[config.mk]
export PLATFORM = sky130hd
export DESIGN_NAME = video_stream_capture
export DESIGN_NICKNAME = d
export VERILOG_FILES = /design/src/rtl/video_cap_pkg.sv /design/src/rtl/sync_fifo.sv /design/src/rtl/video_stream_capture.sv
export SDC_FILE = /design/constraint.sdc
export NUM_CORES = 1
export LEC_CHECK = 0
export ABC_CLOCK_PERIOD_IN_PS = 5100
export CORE_MARGIN = 3
export CORE_UTILIZATION = 53
export DETAILED_ROUTE_END_ITERATION = 8
export GPL_TIMING_DRIVEN = 0
export HOLD_SLACK_MARGIN = 0.1
export PLACE_DENSITY = 0.72
export SLEW_MARGIN = 10
export SYNTH_ARGS = -nofsm -noshare
export SYNTH_HDL_FRONTEND = slang
export SYNTH_SLANG_ARGS = --single-unit
[constraint.sdc]
create_clock -name clk -period 5.1 [get_ports clk]
set_clock_uncertainty 0.05 [all_clocks]
set_input_delay 1.02 -clock clk [delete_from_list [all_inputs] [get_ports clk]]
set_output_delay 1.02 -clock clk [all_outputs]
set_load 0.005 [all_outputs]
[src/rtl/video_cap_pkg.sv]
// Shared types and widths for the video stream capture path.
package video_cap_pkg;

    localparam int PIX_W = 24;
    localparam int CNT_W = 16;

    typedef enum logic [1:0] {
        IDLE,
        WAIT_LINE,
        LINE
    } cap_state_t;

    typedef struct packed {
        logic             sof;
        logic             eol;
        logic [PIX_W-1:0] data;
    } fifo_entry_t;

    function automatic logic [CNT_W-1:0] sat_inc(input logic [CNT_W-1:0] v);
        return (v == '1) ? v : v + CNT_W'(1);
    endfunction

endpackage

[src/rtl/sync_fifo.sv]
// Synchronous FIFO with a registered read port; the output register counts
// towards DEPTH, so at most DEPTH entries are held in total.
module sync_fifo #(
    parameter int DEPTH = 16,
    parameter int WIDTH = 26
) (
    input  logic             clk,
    input  logic             rst,
    input  logic             wr_en,
    input  logic [WIDTH-1:0] wr_data,
    input  logic             rd_en,
    output logic [WIDTH-1:0] rd_data,
    output logic             full,
    output logic             empty
);

    localparam int AW = $clog2(DEPTH);

    logic [WIDTH-1:0] mem [DEPTH];
    logic [AW-1:0]    wr_ptr;
    logic [AW-1:0]    rd_ptr;
    logic [AW:0]      mem_cnt;
    logic [AW:0]      total;
    logic             rd_valid;
    logic             pop;
    logic             push;
    logic             load;

    assign total = mem_cnt + {{AW{1'b0}}, rd_valid};
    assign full  = (total == (AW+1)'(DEPTH));
    assign empty = ~rd_valid;
    assign pop   = rd_en & rd_valid;
    assign push  = wr_en & (~full | pop);
    // Refill the output register whenever it is free or being consumed.
    assign load  = (mem_cnt != '0) & (~rd_valid | pop);

    always_ff @(posedge clk) begin
        if (push) mem[wr_ptr] <= wr_data;
    end

    always_ff @(posedge clk or posedge rst) begin
        if (rst) begin
            wr_ptr   <= '0;
            rd_ptr   <= '0;
            mem_cnt  <= '0;
            rd_valid <= 1'b0;
            rd_data  <= '0;
        end else begin
            if (push) wr_ptr <= wr_ptr + AW'(1);
            if (load) begin
                rd_data  <= mem[rd_ptr];
                rd_ptr   <= rd_ptr + AW'(1);
                rd_valid <= 1'b1;
            end else if (pop) begin
                rd_valid <= 1'b0;
            end
            case ({push, load})
                2'b10:   mem_cnt <= mem_cnt + (AW+1)'(1);
                2'b01:   mem_cnt <= mem_cnt - (AW+1)'(1);
                default: mem_cnt <= mem_cnt;
            endcase
        end
    end

endmodule

[src/rtl/video_stream_capture.sv]
// Captures a vsync/valid framed pixel stream into a FIFO with sof/eol tags and
// measures resolution. Optional checksum build: define VSC_FRAME_SUM_EN.
module video_stream_capture
    import video_cap_pkg::*;
#(
    parameter int H_DISP     = 1280,
    parameter int V_DISP     = 720,
    parameter int FIFO_DEPTH = 16
) (
    input  logic             clk,
    input  logic             rst,
    input  logic             enable,
    input  logic             vin_vsync,
    input  logic             vin_hsync,
    input  logic             vin_valid,
    input  logic [PIX_W-1:0] vin_dat,
    output logic [PIX_W-1:0] m_data,
    output logic             m_sof,
    output logic             m_eol,
    output logic             m_valid,
    input  logic             m_ready,
    output logic [CNT_W-1:0] meas_xres,
    output logic [CNT_W-1:0] meas_yres,
    output logic             frame_done,
    output logic             frame_err,
    output logic             ovf_err,
    output logic [31:0]      frame_sum
);

    cap_state_t       state;
    logic             vsync_d;
    logic [CNT_W-1:0] col;
    logic [CNT_W-1:0] row;
    logic [CNT_W-1:0] row_inc;
    logic             sof_pending;
    logic             skid_valid;
    logic             skid_sof;
    logic [PIX_W-1:0] skid_data;
    fifo_entry_t      fifo_in;
    fifo_entry_t      fifo_out;
    logic             fifo_full;
    logic             fifo_empty;
    logic             pop;
    logic             vs_rise;
    logic             start;
    logic             capture;
    logic             line_end;
    logic             last_line;
    logic             hsync_unused;

    // Line framing comes from vin_valid; hsync carries no timing role here.
    assign hsync_unused = vin_hsync;

    assign vs_rise   = vin_vsync & ~vsync_d;
    assign start     = vs_rise & enable;
    assign capture   = (state != IDLE) & vin_valid;
    assign line_end  = (state == LINE) & ~vin_valid;
    assign row_inc   = sat_inc(row);
    assign last_line = line_end & (row_inc == CNT_W'(V_DISP));
    assign pop       = m_valid & m_ready;

    // eol is decided when the skid entry is written: the line ended if valid dropped.
    assign fifo_in = '{sof: skid_sof, eol: ~vin_valid, data: skid_data};

    sync_fifo #(
        .DEPTH (FIFO_DEPTH),
        .WIDTH ($bits(fifo_entry_t))
    ) u_fifo (
        .clk     (clk),
        .rst     (rst),
        .wr_en   (skid_valid),
        .wr_data (fifo_in),
        .rd_en   (m_ready),
        .rd_data (fifo_out),
        .full    (fifo_full),
        .empty   (fifo_empty)
    );

    assign m_data  = fifo_out.data;
    assign m_sof   = fifo_out.sof;
    assign m_eol   = fifo_out.eol;
    assign m_valid = ~fifo_empty;

    always_ff @(posedge clk or posedge rst) begin
        if (rst) begin
            state       <= IDLE;
            vsync_d     <= 1'b0;
            col         <= '0;
            row         <= '0;
            sof_pending <= 1'b0;
            skid_valid  <= 1'b0;
            skid_sof    <= 1'b0;
            skid_data   <= '0;
            meas_xres   <= '0;
            meas_yres   <= '0;
            frame_done  <= 1'b0;
            frame_err   <= 1'b0;
            ovf_err     <= 1'b0;
        end else begin
            vsync_d    <= vin_vsync;
            frame_done <= 1'b0;
            frame_err  <= 1'b0;
            skid_valid <= capture;
            if (capture) begin
                skid_data   <= vin_dat;
                skid_sof    <= sof_pending;
                sof_pending <= 1'b0;
                col         <= sat_inc(col);
            end
            if (skid_valid && fifo_full && !pop) ovf_err <= 1'b1;

            case (state)
                IDLE: ;
                default: begin
                    if (vin_valid) state <= LINE;
                    if (line_end) begin
                        state     <= WAIT_LINE;
                        row       <= row_inc;
                        col       <= '0;
                        meas_xres <= col;
                        if (col != CNT_W'(H_DISP)) frame_err <= 1'b1;
                    end
                    if (last_line) begin
                        frame_done <= 1'b1;
                        meas_yres  <= CNT_W'(V_DISP);
                        state      <= IDLE;
                    end
                    // A vsync coinciding with the final line end is a clean frame boundary.
                    if (vs_rise) begin
                        state <= IDLE;
                        if (!last_line) begin
                            frame_err <= 1'b1;
                            meas_yres <= line_end ? row_inc : row;
                        end
                    end
                end
            endcase

            if (start) begin
                state       <= WAIT_LINE;
                row         <= '0;
                col         <= '0;
                sof_pending <= 1'b1;
                ovf_err     <= 1'b0;
            end
        end
    end

`ifdef VSC_FRAME_SUM_EN
    logic [31:0] sum_acc;

    always_ff @(posedge clk or posedge rst) begin
        if (rst) begin
            sum_acc   <= '0;
            frame_sum <= '0;
        end else begin
            if (last_line) frame_sum <= sum_acc;
            if (start) begin
                sum_acc <= '0;
            end else if (capture) begin
                sum_acc <= sum_acc + 32'(vin_dat);
            end
        end
    end
`else
    assign frame_sum = '0;
`endif

endmodule

==> results.md <==
- For this design the static power due to leakage is about 9.3 nW.
- The die is 211.4 um tall.
- The wire length per cell is 23.81 um.
- The clock tree root driver cell is sky130_fd_sc_hd__clkbuf_16.
- Of the total power, the clock network draws 0.284.
- Counting cells, the worst reg-to-reg path comes to 13.
- Before antenna repair, the detailed router went through 6 iterations.
- Yosys mapped a number of flops with a built-in enable equal to 416.
- VDD sags by at most 0.3506 mV.
- The clock-pin slew on the worst setup and hold paths is 60 ps.
- The worst register-to-register path has a setup slack of approximately 1300 ps.
- The setup-violating endpoint count in the final report is 0.
- After synthesis, the share of flip-flops with an asynchronous set or reset is 0.2477.
- The core outline area is 41,290 um2.
- In this run the power density over the cells is around 500 nW/um2.
- Summed over all instances, the cell type with the most area after synthesis is sky130_fd_sc_hd__edfxtp_1.
- Each instance of the synthesized netlist takes up on average 17.51 um2.
- The number of H-tree branching levels is 2.
- The number of clock sinks is 553.
- Once the clock tree was built, the setup fixing pass inserted 0 buffers.
- The peak clock frequency supported by timing is 259.7 MHz.
- The total number of vias is 11,880.
- The sequential fraction of the synthesis area is 0.7119.
- In the final layout, the share of cells above drive strength 1 is 0.2132.
- In this run the worst path has a maximum fanout of 10.
- The remaining number of nets flagged by the antenna check after routing is 0.
- The number of antenna violations at the first check in global routing came to 0.
- The launch point of the worst reg-to-reg path is u_fifo.mem_cnt[1].
- After synthesis, the netlist uses between 50 and 60 different library cells.
- The later pin in the worst-skew pair is clocked with a latency of 590 ps.
- The synthesized netlist cell count is 1,277.
- Setup repair after global routing left no endpoint under its margin.
- The number of storage elements in the synthesis netlist is between 500 and 600.
- The endpoint of the worst hold path is skid_sof.
- Detailed placement finished with a half-perimeter wire length of 30,270 um.
- The time the final worst path needs with I/O delays and setup is just under 4000 ps.
- The area share of the largest cell type after synthesis is 0.5586.
- Of the total power, the share spent switching nets is 0.2812.
- STA puts the critical path data arrival time at 4270 ps.
- By count the netlist is led by 416 x sky130_fd_sc_hd__edfxtp_1, 155 x sky130_fd_sc_hd__nand2_1, 137 x sky130_fd_sc_hd__dfrtp_1.
- Buffers placed on the I/O ports in this run total between 90 and 100.
- After synthesis, the cell types taking the most area are sky130_fd_sc_hd__edfxtp_1 56%, sky130_fd_sc_hd__dfrtp_1 15%, sky130_fd_sc_hd__mux4_2 13%.
- For this configuration, the core starts out at a cell density of 0.5416.
- The worst hold path belongs to the class reg2reg.
- The I/O pin count is about 130.
- The post-detailed-route DRC marker count is 0.
- For this run, the post-layout net count is about 1,500.
- The most repeated cell in the gate-level netlist after synthesis is sky130_fd_sc_hd__edfxtp_1.
- Measured against its own limit, the worst slew margin works out to 0.2641.
- The die outline area is about 45,000 um2.
- The critical path class is reg2reg.
- The area added between synthesis and finish is 16.39%.
- The number of pins with negative max-slew slack in the final report is 0.
- STA puts the critical path data required time at 5520 ps.
- The number of cells traversed by the worst hold path is 2.
- The share of total power dissipated in sequential elements is 0.461.
- The via count of the first global-routing pass came to 12,260.
- At the pin with the least slew margin, the transition time is 1104 ps.
- Post-CTS repair changed the size of 0 cells.
- For this run, the leading register cell type out of synthesis is sky130_fd_sc_hd__edfxtp_1.
- The first global-routing pass estimated 74,330 um of wire.
- The total internal power is 9.332 mW.
- From left edge to right edge, the die measures about 210 um.
- STA classifies the critical path startpoint as a flip-flop.
- The cell area after placement is 24,410 um2.
- The flow ran to the end, and the final reports show no timing, DRC or antenna violations.
- The floorplan has 74 rows.
- In this run the deepest clock path goes through 3 buffers.
- The worst flop-to-flop path endpoint is u_fifo.mem_cnt[4].
- The detailed router finished its first iteration with 1,226 violations.
- The number of antenna repair diodes is 0.
- For this design, the CTS-stage hold fixing added 0 buffers.
- The power after layout is 12.98 mW.
- Adding up every negative setup slack in the final design gives 0 ps.
- The pin count of the biggest net entering global routing is 95.
- The type of destination of the critical path is a flip-flop.
- After detailed routing, the number of vias per cell comes to 5.805.
- Of the total power, combinational logic draws 0.255.
- The final standard cell area without fillers is 26,030 um2.
- TritonCTS built the clock tree.
- The reported net switching power is 3.651 mW.
- The congestion estimate from routability-driven global placement came to 0.8779.
- The global-route usage over all layers is 0.2233.
- Yosys printed 0 warnings.
- For this run the aggregate overflow at the end of global routing stands at 0.
- TritonCTS created 54 clock buffers.
- The overall routed net length is around 50,000 um.
- The beginning of the worst hold path is sof_pending.
- The tool flagged a number of max-cap violations equal to 0.
- The number of hold violations in the final report is 0.
- The period utilization is 0.7549.
- The netlist area before placement is around 22,000 um2.
- The layout has 2,916 filler cells.
worst max path at each step:
stage                        end  cells after the start              start  slack (ps)
6_report       u_fifo.mem_cnt[4]                     13  u_fifo.mem_cnt[1]        1250
5_1_grt        u_fifo.mem_cnt[4]                     13  u_fifo.mem_cnt[1]         970
2_1_floorplan             col[0]                      1                rst         360
3_3_place_gp   u_fifo.rd_data[1]                      2                rst       -2110
4_1_cts        u_fifo.mem_cnt[4]                     13  u_fifo.mem_cnt[1]        1210
3_5_place_dp   u_fifo.mem_cnt[4]                     14            m_ready         680
routing by layer:
| layer | up-vias | wire, um | GRT usage |
|---|---|---|---|
| met5 | - | 0 | 0 |
| met3 | 77 | 3287 | 0.04490 |
| met4 | 0 | 1042 | 0.05289 |
| met2 | 412 | 24630 | 0.3758 |
| met1 | 6138 | 19770 | 0.3067 |
| li1 | 5256 | - | - |
state kept, by name, summed over array words and instances (netlist names), 2 cells and up:
signal and flops:
row 16, state 2, skid_data 24, col 16, u_fifo.mem_cnt 5, meas_xres 16, u_fifo.rd_ptr 4, u_fifo.wr_ptr 4
u_fifo.rd_data 26, meas_yres 16, u_fifo.mem 416
power by group through the flow:
stage	clock network [mW]	logic, mW	registers, mW
final	3.68	3.32	5.98
after global routing	3.92	3.57	6.06
after CTS	3.75	3.38	5.98
after detailed placement	0	3.37	6.07
after global placement	0	3.25	6.03
after floorplan	0	2.23	5.93
cell families after synthesis:
| group | share of synthesized area |
|---|---|
| flip-flops | 0.7119 |
| AND/OR/NAND/NOR | 0.06423 |
| multiplexers | 0.1499 |
| buffers and inverters | 0.02680 |
| AO/OA/AOI/OAI | 0.02579 |
| XOR/XNOR | 0.01253 |
| adder cells (fa/ha/maj) | 0.008728 |
| other | 0.0001677 |
final cells by class:
type | instances | area [um2] | area share
Tap cell | 532 | 665.6 | 0.02557
Buffer | 100 | 520.5 | 0.02000
Sequential cell | 553 | 15920 | 0.6116
Clock inverter | 23 | 141.4 | 0.005432
Inverter | 21 | 86.33 | 0.003317
Timing Repair Buffer | 106 | 1237 | 0.04754
Multi-Input combinational cell | 634 | 5984 | 0.2299
Clock buffer | 78 | 1473 | 0.05658
worst max-delay path, stage by stage (launching register included):
cell and delay (ps):
sky130_fd_sc_hd__dfrtp_1 430, sky130_fd_sc_hd__or4_1 560, sky130_fd_sc_hd__o21ai_0 250, sky130_fd_sc_hd__clkbuf_1 710, sky130_fd_sc_hd__inv_1 310, sky130_fd_sc_hd__ha_1 350
sky130_fd_sc_hd__inv_1 120, sky130_fd_sc_hd__fa_1 210, sky130_fd_sc_hd__inv_1 60, sky130_fd_sc_hd__a21o_1 170, sky130_fd_sc_hd__a21oi_1 170, sky130_fd_sc_hd__xnor2_1 130
sky130_fd_sc_hd__nor2_1 60, sky130_fd_sc_hd__xor2_1 150
through the flow:
| step | cells | hold WS, ps | setup slack (ps) | util |
|---|---|---|---|---|
| 6_report | 2047 | 424.8 | 1250 | 0.6303 |
| 4_1_cts | 2047 | 424.8 | 1209 | 0.6303 |
| 3_3_place_gp | 1931 | 403.6 | -2107 | 0.5826 |
| 2_1_floorplan | 1308 | 388.6 | 362.2 | - |
| 5_1_grt | 2047 | 455.3 | 971.9 | 0.6303 |
| 3_5_place_dp | 1946 | 408.7 | 684.2 | 0.5912 |
cell usage in the layout (no fill, tap or decap), types with 10 or more instances in the layout:
cell type,n
sky130_fd_sc_hd__edfxtp_1,416
sky130_fd_sc_hd__nand2_1,155
sky130_fd_sc_hd__dfrtp_1,137
sky130_fd_sc_hd__mux4_2,130
sky130_fd_sc_hd__clkdlybuf4s50_1,91
sky130_fd_sc_hd__clkbuf_1,64
sky130_fd_sc_hd__clkbuf_16,55
sky130_fd_sc_hd__nor2_1,47
sky130_fd_sc_hd__buf_4,34
sky130_fd_sc_hd__conb_1,32
sky130_fd_sc_hd__mux2_2,27
sky130_fd_sc_hd__xnor2_1,25
sky130_fd_sc_hd__o21ai_0,24
sky130_fd_sc_hd__inv_1,20
sky130_fd_sc_hd__nor3_1,15
sky130_fd_sc_hd__and3_2,15
sky130_fd_sc_hd__buf_2,14
sky130_fd_sc_hd__a21oi_1,14
sky130_fd_sc_hd__ha_1,14
sky130_fd_sc_hd__clkinv_2,13
sky130_fd_sc_hd__nand3_1,12
sky130_fd_sc_hd__mux2i_1,12
sky130_fd_sc_hd__buf_1,11
sky130_fd_sc_hd__nand4_1,10
(Power assumes the default switching activity.)
